## src/rtl/pulse_trigger_info_reader.sv

```systemverilog
// Drains the Pulse Trigger FIFO on request and emits a framed 32-bit stream:
// header, three words per trigger, trailer; with sequence check and starvation timeout.
module pulse_trigger_info_reader #(
  parameter int unsigned TIMEOUT_CYCLES = 4096
) (
  input  logic         clk,
  input  logic         reset_n,
  input  logic         readout_req,
  input  logic [23:0]  expected_trig_num,
  input  logic         fifo_valid,
  input  logic [127:0] fifo_data,
  output logic         fifo_ready,
  output logic         out_valid,
  input  logic         out_ready,
  output logic [31:0]  out_data,
  output logic         out_last,
  output logic         readout_done,
  output logic         busy,
  output logic [15:0]  seq_err_count,
  output logic [15:0]  timeout_count
);

  localparam int unsigned CNT_W = 24;
  localparam int unsigned TMO_W = 16;
  localparam int unsigned TS_W  = 44;

  typedef enum logic [2:0] {
    IDLE, HEADER, POP, WORD0, WORD1, WORD2, TRAILER, DONE
  } state_t;

  state_t             state;
  logic [CNT_W-1:0]   n_trig;
  logic [CNT_W-1:0]   sent;
  logic [CNT_W-1:0]   exp_num;
  logic [CNT_W-1:0]   sent_next;
  logic [CNT_W-1:0]   pop_num;
  logic [TMO_W-1:0]   tmo_cnt;
  logic [TS_W-1:0]    ts;
  logic               mismatch_flag;
  logic               timeout_flag;
  logic               accept;
  logic               unused_fifo_bits;

  assign fifo_ready       = (state == POP);
  assign accept           = out_valid & out_ready;
  assign pop_num          = fifo_data[67:44];
  assign sent_next        = sent + 24'd1;
  assign unused_fifo_bits = ^fifo_data[127:70];

  function automatic logic [31:0] trailer_word(logic tflag, logic mflag, logic [23:0] cnt);
    return {4'hF, tflag, mflag, 2'b00, cnt};
  endfunction

  // Frame sequencer; each transition also loads the registered stream outputs of the next state.
  always_ff @(posedge clk or negedge reset_n) begin
    if (!reset_n) begin
      state         <= IDLE;
      n_trig        <= '0;
      sent          <= '0;
      exp_num       <= '0;
      tmo_cnt       <= '0;
      ts            <= '0;
      mismatch_flag <= 1'b0;
      timeout_flag  <= 1'b0;
      out_valid     <= 1'b0;
      out_data      <= '0;
      out_last      <= 1'b0;
      readout_done  <= 1'b0;
      busy          <= 1'b0;
      seq_err_count <= '0;
      timeout_count <= '0;
    end else begin
      case (state)
        IDLE: begin
          if (readout_req) begin
            n_trig        <= expected_trig_num;
            sent          <= '0;
            exp_num       <= 24'd1;
            tmo_cnt       <= '0;
            mismatch_flag <= 1'b0;
            timeout_flag  <= 1'b0;
            busy          <= 1'b1;
            out_valid     <= 1'b1;
            out_last      <= 1'b0;
            out_data      <= {4'hA, 4'h0, expected_trig_num};
            state         <= HEADER;
          end
        end
        HEADER: begin
          if (accept) begin
            if (n_trig == '0) begin
              out_data <= trailer_word(timeout_flag, mismatch_flag, sent);
              out_last <= 1'b1;
              state    <= TRAILER;
            end else begin
              out_valid <= 1'b0;
              state     <= POP;
            end
          end
        end
        POP: begin
          // A word arriving on the expiry cycle wins over the timeout.
          if (fifo_valid) begin
            ts      <= fifo_data[43:0];
            tmo_cnt <= '0;
            exp_num <= exp_num + 24'd1;
            if (pop_num != exp_num) begin
              mismatch_flag <= 1'b1;
              if (seq_err_count != 16'hFFFF) seq_err_count <= seq_err_count + 16'd1;
            end
            out_valid <= 1'b1;
            out_data  <= {4'h1, 2'b00, fifo_data[69:68], pop_num};
            state     <= WORD0;
          end else if (tmo_cnt == TMO_W'(TIMEOUT_CYCLES - 1)) begin
            tmo_cnt      <= '0;
            timeout_flag <= 1'b1;
            if (timeout_count != 16'hFFFF) timeout_count <= timeout_count + 16'd1;
            out_valid <= 1'b1;
            out_last  <= 1'b1;
            out_data  <= trailer_word(1'b1, mismatch_flag, sent);
            state     <= TRAILER;
          end else begin
            tmo_cnt <= tmo_cnt + 16'd1;
          end
        end
        WORD0: begin
          if (accept) begin
            out_data <= ts[31:0];
            state    <= WORD1;
          end
        end
        WORD1: begin
          if (accept) begin
            out_data <= {4'h3, 16'h0000, ts[43:32]};
            state    <= WORD2;
          end
        end
        WORD2: begin
          if (accept) begin
            sent <= sent_next;
            if (sent_next == n_trig) begin
              out_data <= trailer_word(timeout_flag, mismatch_flag, sent_next);
              out_last <= 1'b1;
              state    <= TRAILER;
            end else begin
              out_valid <= 1'b0;
              state     <= POP;
            end
          end
        end
        TRAILER: begin
          if (accept) begin
            out_valid    <= 1'b0;
            out_last     <= 1'b0;
            readout_done <= 1'b1;
            state        <= DONE;
          end
        end
        DONE: begin
          readout_done <= 1'b0;
          busy         <= 1'b0;
          state        <= IDLE;
        end
        default: state <= IDLE;
      endcase
    end
  end

endmodule

```

## config.mk

```make
export PLATFORM = sky130hd
export DESIGN_NAME = pulse_trigger_info_reader
export DESIGN_NICKNAME = d
export VERILOG_FILES = /design/src/rtl/pulse_trigger_info_reader.sv
export SDC_FILE = /design/constraint.sdc
export NUM_CORES = 1
export LEC_CHECK = 0
export BUFFER_PORTS_ARGS = -buffer_cell sky130_fd_sc_hd__buf_2
export CAP_MARGIN = 5
export CORE_MARGIN = 2
export CORE_UTILIZATION = 56
export CTS_CLUSTER_DIAMETER = 150
export DETAILED_ROUTE_END_ITERATION = 12
export HOLD_SLACK_MARGIN = 0.12
export PLACE_DENSITY = 0.81
export SYNTH_ARGS = -nofsm -noshare
export SYNTH_HDL_FRONTEND = slang
export SYNTH_SLANG_ARGS = --single-unit
```

## constraint.sdc

```tcl
create_clock -name clk -period 4 [get_ports clk]
set_clock_uncertainty 0.1 [all_clocks]
set_input_delay 0.8 -clock clk [delete_from_list [all_inputs] [get_ports clk]]
set_output_delay 0.8 -clock clk [all_outputs]
set_load 0.1 [all_outputs]
```

### After elaboration in Yosys (flattened, before gate mapping)

Index checks and enable logic that the tools add are counted.

| storage, ports and cells | value |
|---|---|
| bits in read-only memories | 0 |
| bits in writable memories | 0 |
| latch bits | 0 |
| logic and storage cells | 126 |
| output and inout port bits | 69 |
| memories | 0 |
| register bits | 205 |

| operators by class | value |
|---|---|
| reductions and logical operators | 23 |
| $lt $le $gt $ge | 0 |
| mux-type cells | 54 |
| $mul | 0 |
| equal/unequal tests | 27 |
| add/sub/neg operators | 5 |
| bitwise logic cells | 2 |
| shift operators | 0 |
| divide/modulo/power cells | 0 |

Operator list:

| kind | number |
|---|---|
| 32-bit 2-to-1 mux | 9 |
| 32-bit case mux with 6 select lines | 1 |
| 24-bit 2-to-1 mux | 4 |
| 24-bit case mux with 2 select lines | 2 |
| 16-bit by 1-bit adder with 16-bit output, second input constant | 3 |
| 24-bit by 1-bit adder with 24-bit output, second input constant | 2 |
| 16-bit 2-to-1 mux | 3 |
| 16-bit inequality test, second input constant | 2 |
| 16-bit case mux with 2 select lines | 1 |
| 3-bit 2-to-1 mux | 10 |
| 24-bit equality test | 1 |
| 24-bit zero test | 1 |
| 2-bit inequality test, second input constant | 12 |
| 24-bit inequality test | 1 |
| 3-bit case mux with 8 select lines | 1 |
| 9-bit AND reduction | 2 |
| 1-bit 2-to-1 mux | 17 |
| 16-bit by 12-bit equality test with 1-bit output, second input constant | 1 |
| 4-bit AND reduction | 4 |
| 3-bit equality test, second input constant | 4 |
| 1-bit case mux with 5 select lines | 2 |
| 2-bit AND reduction | 5 |
| 1-bit case mux with 2 select lines | 4 |
| 8-bit AND reduction | 1 |
| 12 further kinds | 18 |

### Depth between registers and ports, before layout

| logic depth | value |
|---|---|
| word-level depth | 5 |
| mapped depth | 12 |
| mapped depth without buffers | 10 |

### Least setup slack after synthesis

No wires, ideal clock.

| timing | value |
|---|---|
| kind | register to register |
| from | register state[0] |
| to | register ts[25] |
| path buffers | 5 |
| clock period less this slack | 3.485 ns |
| slack | 0.515 ns |
| cell stages (with the launch flop) | 12 |
| library setup time | 0.125 ns |
| required time | 3.775 ns |
| arrival | 3.260 ns |
| path through | dfrtp_1 -> inv_1 -> ha_1 -> clkbuf_1 -> nand2_1 -> inv_1 -> and2_1 -> buf_2 -> buf_2 -> buf_1 -> buf_1 -> mux2_2 |

| between the ends | value |
|---|---|
| word-level cells in the longest chain between the ends | 2 |

Ends and longest elaborated chain:

| element | line | RTL |
|---|---|---|
| from (decl) | 31 | `state_t state;` |
| from (signal assigned) | 57 | `state <= IDLE;` |
| from (signal assigned) | 86 | `state <= HEADER;` |
| from (signal assigned) | 94 | `state <= TRAILER;` |
| 3-bit by 2-bit equality test with 1-bit output | n/a |  |
| named net fifo_ready | 12 | `output logic fifo_ready,` |
| 2-bit AND reduction (no source line) | n/a |  |
| to (signal assigned) | 104 | `ts <= fifo_data[43:0];` |
| to (decl) | 38 | `logic [TS_W-1:0] ts;` |

The timed path passes the listed nets, and every way through them passes these cells.
A chain may end at the register's enable or synchronous reset.

### Worst setup path in the final report

| timing | value |
|---|---|
| from | register sent[0] |
| to | register out_data[10] |

| between the ends | value |
|---|---|
| word-level cells in the longest chain between the ends | 4 |
| elaborated cells on any way between the ends | 7 |
| classes of those cells | add/sub: 1; eq/ne: 2; mux: 3; reduce/logical: 1 |

Ends and longest elaborated chain:

| element | line | RTL |
|---|---|---|
| from (decl) | 33 | `logic [CNT_W-1:0] sent;` |
| from (signal assigned) | 140 | `sent <= sent_next;` |
| 24-bit by 1-bit adder with 24-bit output * | 47 | `assign sent_next = sent + 24'd1;` |
| 24-bit equality test or 32-bit 2-to-1 mux (tied branches) | 141 | `if (sent_next == n_trig) begin` |
| 2-bit inequality test (no source line) or 32-bit 2-to-1 mux (tied branches) | n/a |  |
| 9-bit AND reduction (no source line) or 32-bit case mux with 6 select lines (tied branches) | n/a |  |
| to (signal assigned) | 85 | `out_data <= {4'hA, 4'h0, expected_trig_num};` |
| to (signal assigned) | 134 | `out_data <= {4'h3, 16'h0000, ts[43:32]};` |
| to (signal assigned) | 142 | `out_data <= trailer_word(timeout_flag, mismatch_flag, sent_next);` |
| to (decl) | 15 | `output logic [31:0] out_data,` |

Every way passes the cells marked *; elsewhere a longest branch is shown, timed or not. The select of a mux whose other input is x is not followed.

==> metrics.txt <==
relative slew slack=32.26%; register area share after synthesis=46.24%; slack of the critical path=409.7 ps; Mapped Nets=1,249; DR vias=9,306; mapped cell area=0.01109 mm2; wire length per cell=20.24 um; pre-CTS WS=481.4 ps; setup violators final=0; io pins=226; Iter 0 DRT Violations=984; Worst-Skew Late Latency=530 ps; Setup Fix Bufs, Post-CTS=0; ys flop type=dfrtp_1; Hold/Removal Path Class=primary input to asynchronous set/reset pin; Cell variety after synth=68; CTS Root Cell=clkbuf_16; worst reg-to-reg path cell count=10; Max FO, Critical Path=11; Async SR Flop Fraction=100.0%; DP Wirelength=22.51 mm; Clock Tree Buf Depth=3; first-pass GRT wire length=48.07 mm; final hold vios=0; PostCTS Resize Cnt=0; die outline width=144.7 um; largest net degree at the start of global routing=66; WP data required=4320 ps; power density over the cells=779.4 mW/mm2; Mapped Cells=1,083; CTS Buf Count=23; Tot GR Track Use=29.61%; antenna violations before repair=6; total number of yosys warnings=0; Site Rows=51; DR vias/cell=6.118; layout cell share with drive strength beyond 1=27.09%; sw frac=45.16%; final slew viol count=0; Layout Cells excl Fill=1,521; CP startpoint kind=flip-flop; Mapped Avg Cell Area=10.24 um2; Worst Path Arrival=3910 ps; Clk pwr share=19.5%; DRC=0; period utilisation layout=89.76%; Port Buf Inserts=167; H-tree levels=1; Max Freq=0.2785 GHz; Max VDD drop=0.0006289 V; Synth Register Bits=205; internal power=5525 uW; post-route setup TNS=0 ps; kind of critical path=flip-flop to flip-flop; DRT antenna net count=0; DRT Pass-1 Iters=8; Final Power=10,070 uW; CTS tree=done; Routed Wire Length=30.78 mm; Num Clock Sinks=205; Die ar.=0.02095 mm2; EDFF count, synth=0; Tmin final=3590 ps; Overflow after GRT=0; Area Overhead vs Synth=16.52%; die height=144.7 um; Seq pwr share=31.3%; outcome=finished clean; clock-pin slew on the worst setup and hold paths=60 ps; placed cell areas=0.01224 mm2; placed cells=1,482; Gate power share=49.2%; Final #Nets=1,408; CP Capture Type=flip-flop; vias in the first global route=8,914; Initial Util=57.00%; RSZ-0062 raised after global routing=false; leak pwr=0.005940 uW; RePlAce Congestion=0.9028; Hold Buf Count CTS=0; Psw=4550 uW; core area=0.01946 mm2; worst-margin pin slew=1016 ps; final instance area=0.01293 mm2; max_cap viols=0
-- cell usage in the layout, fill, tap and decap left out, drive strengths merged, types with 33 or more instances in the layout --
cell type,Yosys,routed
xnor2,60,60
mux2,95,95
clkbuf,34,33
nor2,101,101
dfrtp,205,205
nand3,46,46
o21ai,46,46
nand2,106,106
xor2,53,53
buf,26,193
-- cells by family (layout without fill, tap and decap cells) --
group           after synthesis  count (layout)  share of synthesized area, %
simple gates                386             386                         17.43
flops                       205             205                         46.24
compound gates              192             192                         12.49
xor+xnor                    113             113                         8.922
mux                          98              98                         10.73
buf+inv                      80             252                         3.181
fa+ha+maj                     9               9                         1.015
other cells                   0               1                             0
-- flip-flops by register name, indices dropped and copies added, names as in the netlist, 3 cells and up --
name,count
exp_num,24
n_trig,24
out_data,32
timeout_count,16
sent,24
seq_err_count,16
state,3
ts,44
tmo_cnt,16
-- critical path: stages (launching register included) --
cell and delay (ps):
dfrtp_1 510, ha_1 360, nand4_2 270, nor4_4 520, xnor2_1 170, o2111ai_1 130, nor4_2 370, a311oi_4 260
nor2_4 180, buf_4 240, mux2_2 350
-- Yosys cell counts (11+ instances only) --
master    number  area, um2
o31ai_1       12      90.09
a31oi_1       13      81.33
buf_2         11      55.05
nand4_1       29      181.4
inv_1         20      75.07
nand3_1       45      225.2
nor2_1       100      375.4
a222oi_1      23      230.2
xor2_1        53      464.2
o21ai_0       44      220.2
nor3_1        19      95.09
o311ai_0      13      113.9
dfrtp_1      205       5130
nand2_1      106      397.9
and3_1        20      125.1
clkbuf_1      33      123.9
a21oi_1       30      150.1
mux2_2        71      799.5
nor4_1        12      75.07
mux2_4        24      360.4
xnor2_1       60      525.5
-- cell type report --
cell class	instances	area [um2]
fill	1537	6536
multi-input combinational	798	5618
sequential	205	5130
timing repair buffer	194	1085
clock buffer	32	639.4
tap	265	331.6
inverter	20	75.07
clock inverter	6	45.04
antenna	1	2.502
-- power by group through the flow --
| stage | sequential, uW | clock [uW] | combinational [uW] |
|---|---|---|---|
| 2_1_floorplan | 4280 | 0 | 2560 |
| 3_3_place_gp | 3140 | 0 | 4820 |
| 3_5_place_dp | 3170 | 0 | 4900 |
| 4_1_cts | 3140 | 2000 | 4930 |
| 5_1_grt | 3230 | 2080 | 5250 |
| 6_report | 3160 | 1960 | 4950 |
-- metal layers --
metal | global-route usage [%] | up-vias | share of wire [%]
li1 | - | 4258 | -
met1 | 39.19 | 4546 | 41
met2 | 47.22 | 403 | 46
met3 | 7.502 | 95 | 8.8
met4 | 11.09 | 4 | 4.1
met5 | 0 | - | 0.14
-- final timing paths --
check	start	endpoint	slack (ps)
setup reg to reg	sent[0]	out_data[10]	410
hold / removal	reset_n	sent[4]	170
setup / recovery	sent[0]	out_data[10]	410
hold reg to reg	timeout_count[15]	timeout_count[15]	400
min in group clk	timeout_count[15]	timeout_count[15]	400
max in group asynchronous	reset_n	sent[13]	2700
-- stage by stage --
stage | hold slack, ps | util (%)
final | 170.2 | 66.42
after global routing | 210.5 | 66.40
after CTS | 178.4 | 66.40
after detailed placement | 383.0 | 62.89
after global placement | 367.2 | 62.89
after floorplan | 356.2 | -
Note: power is estimated with default switching activity, not from simulation.
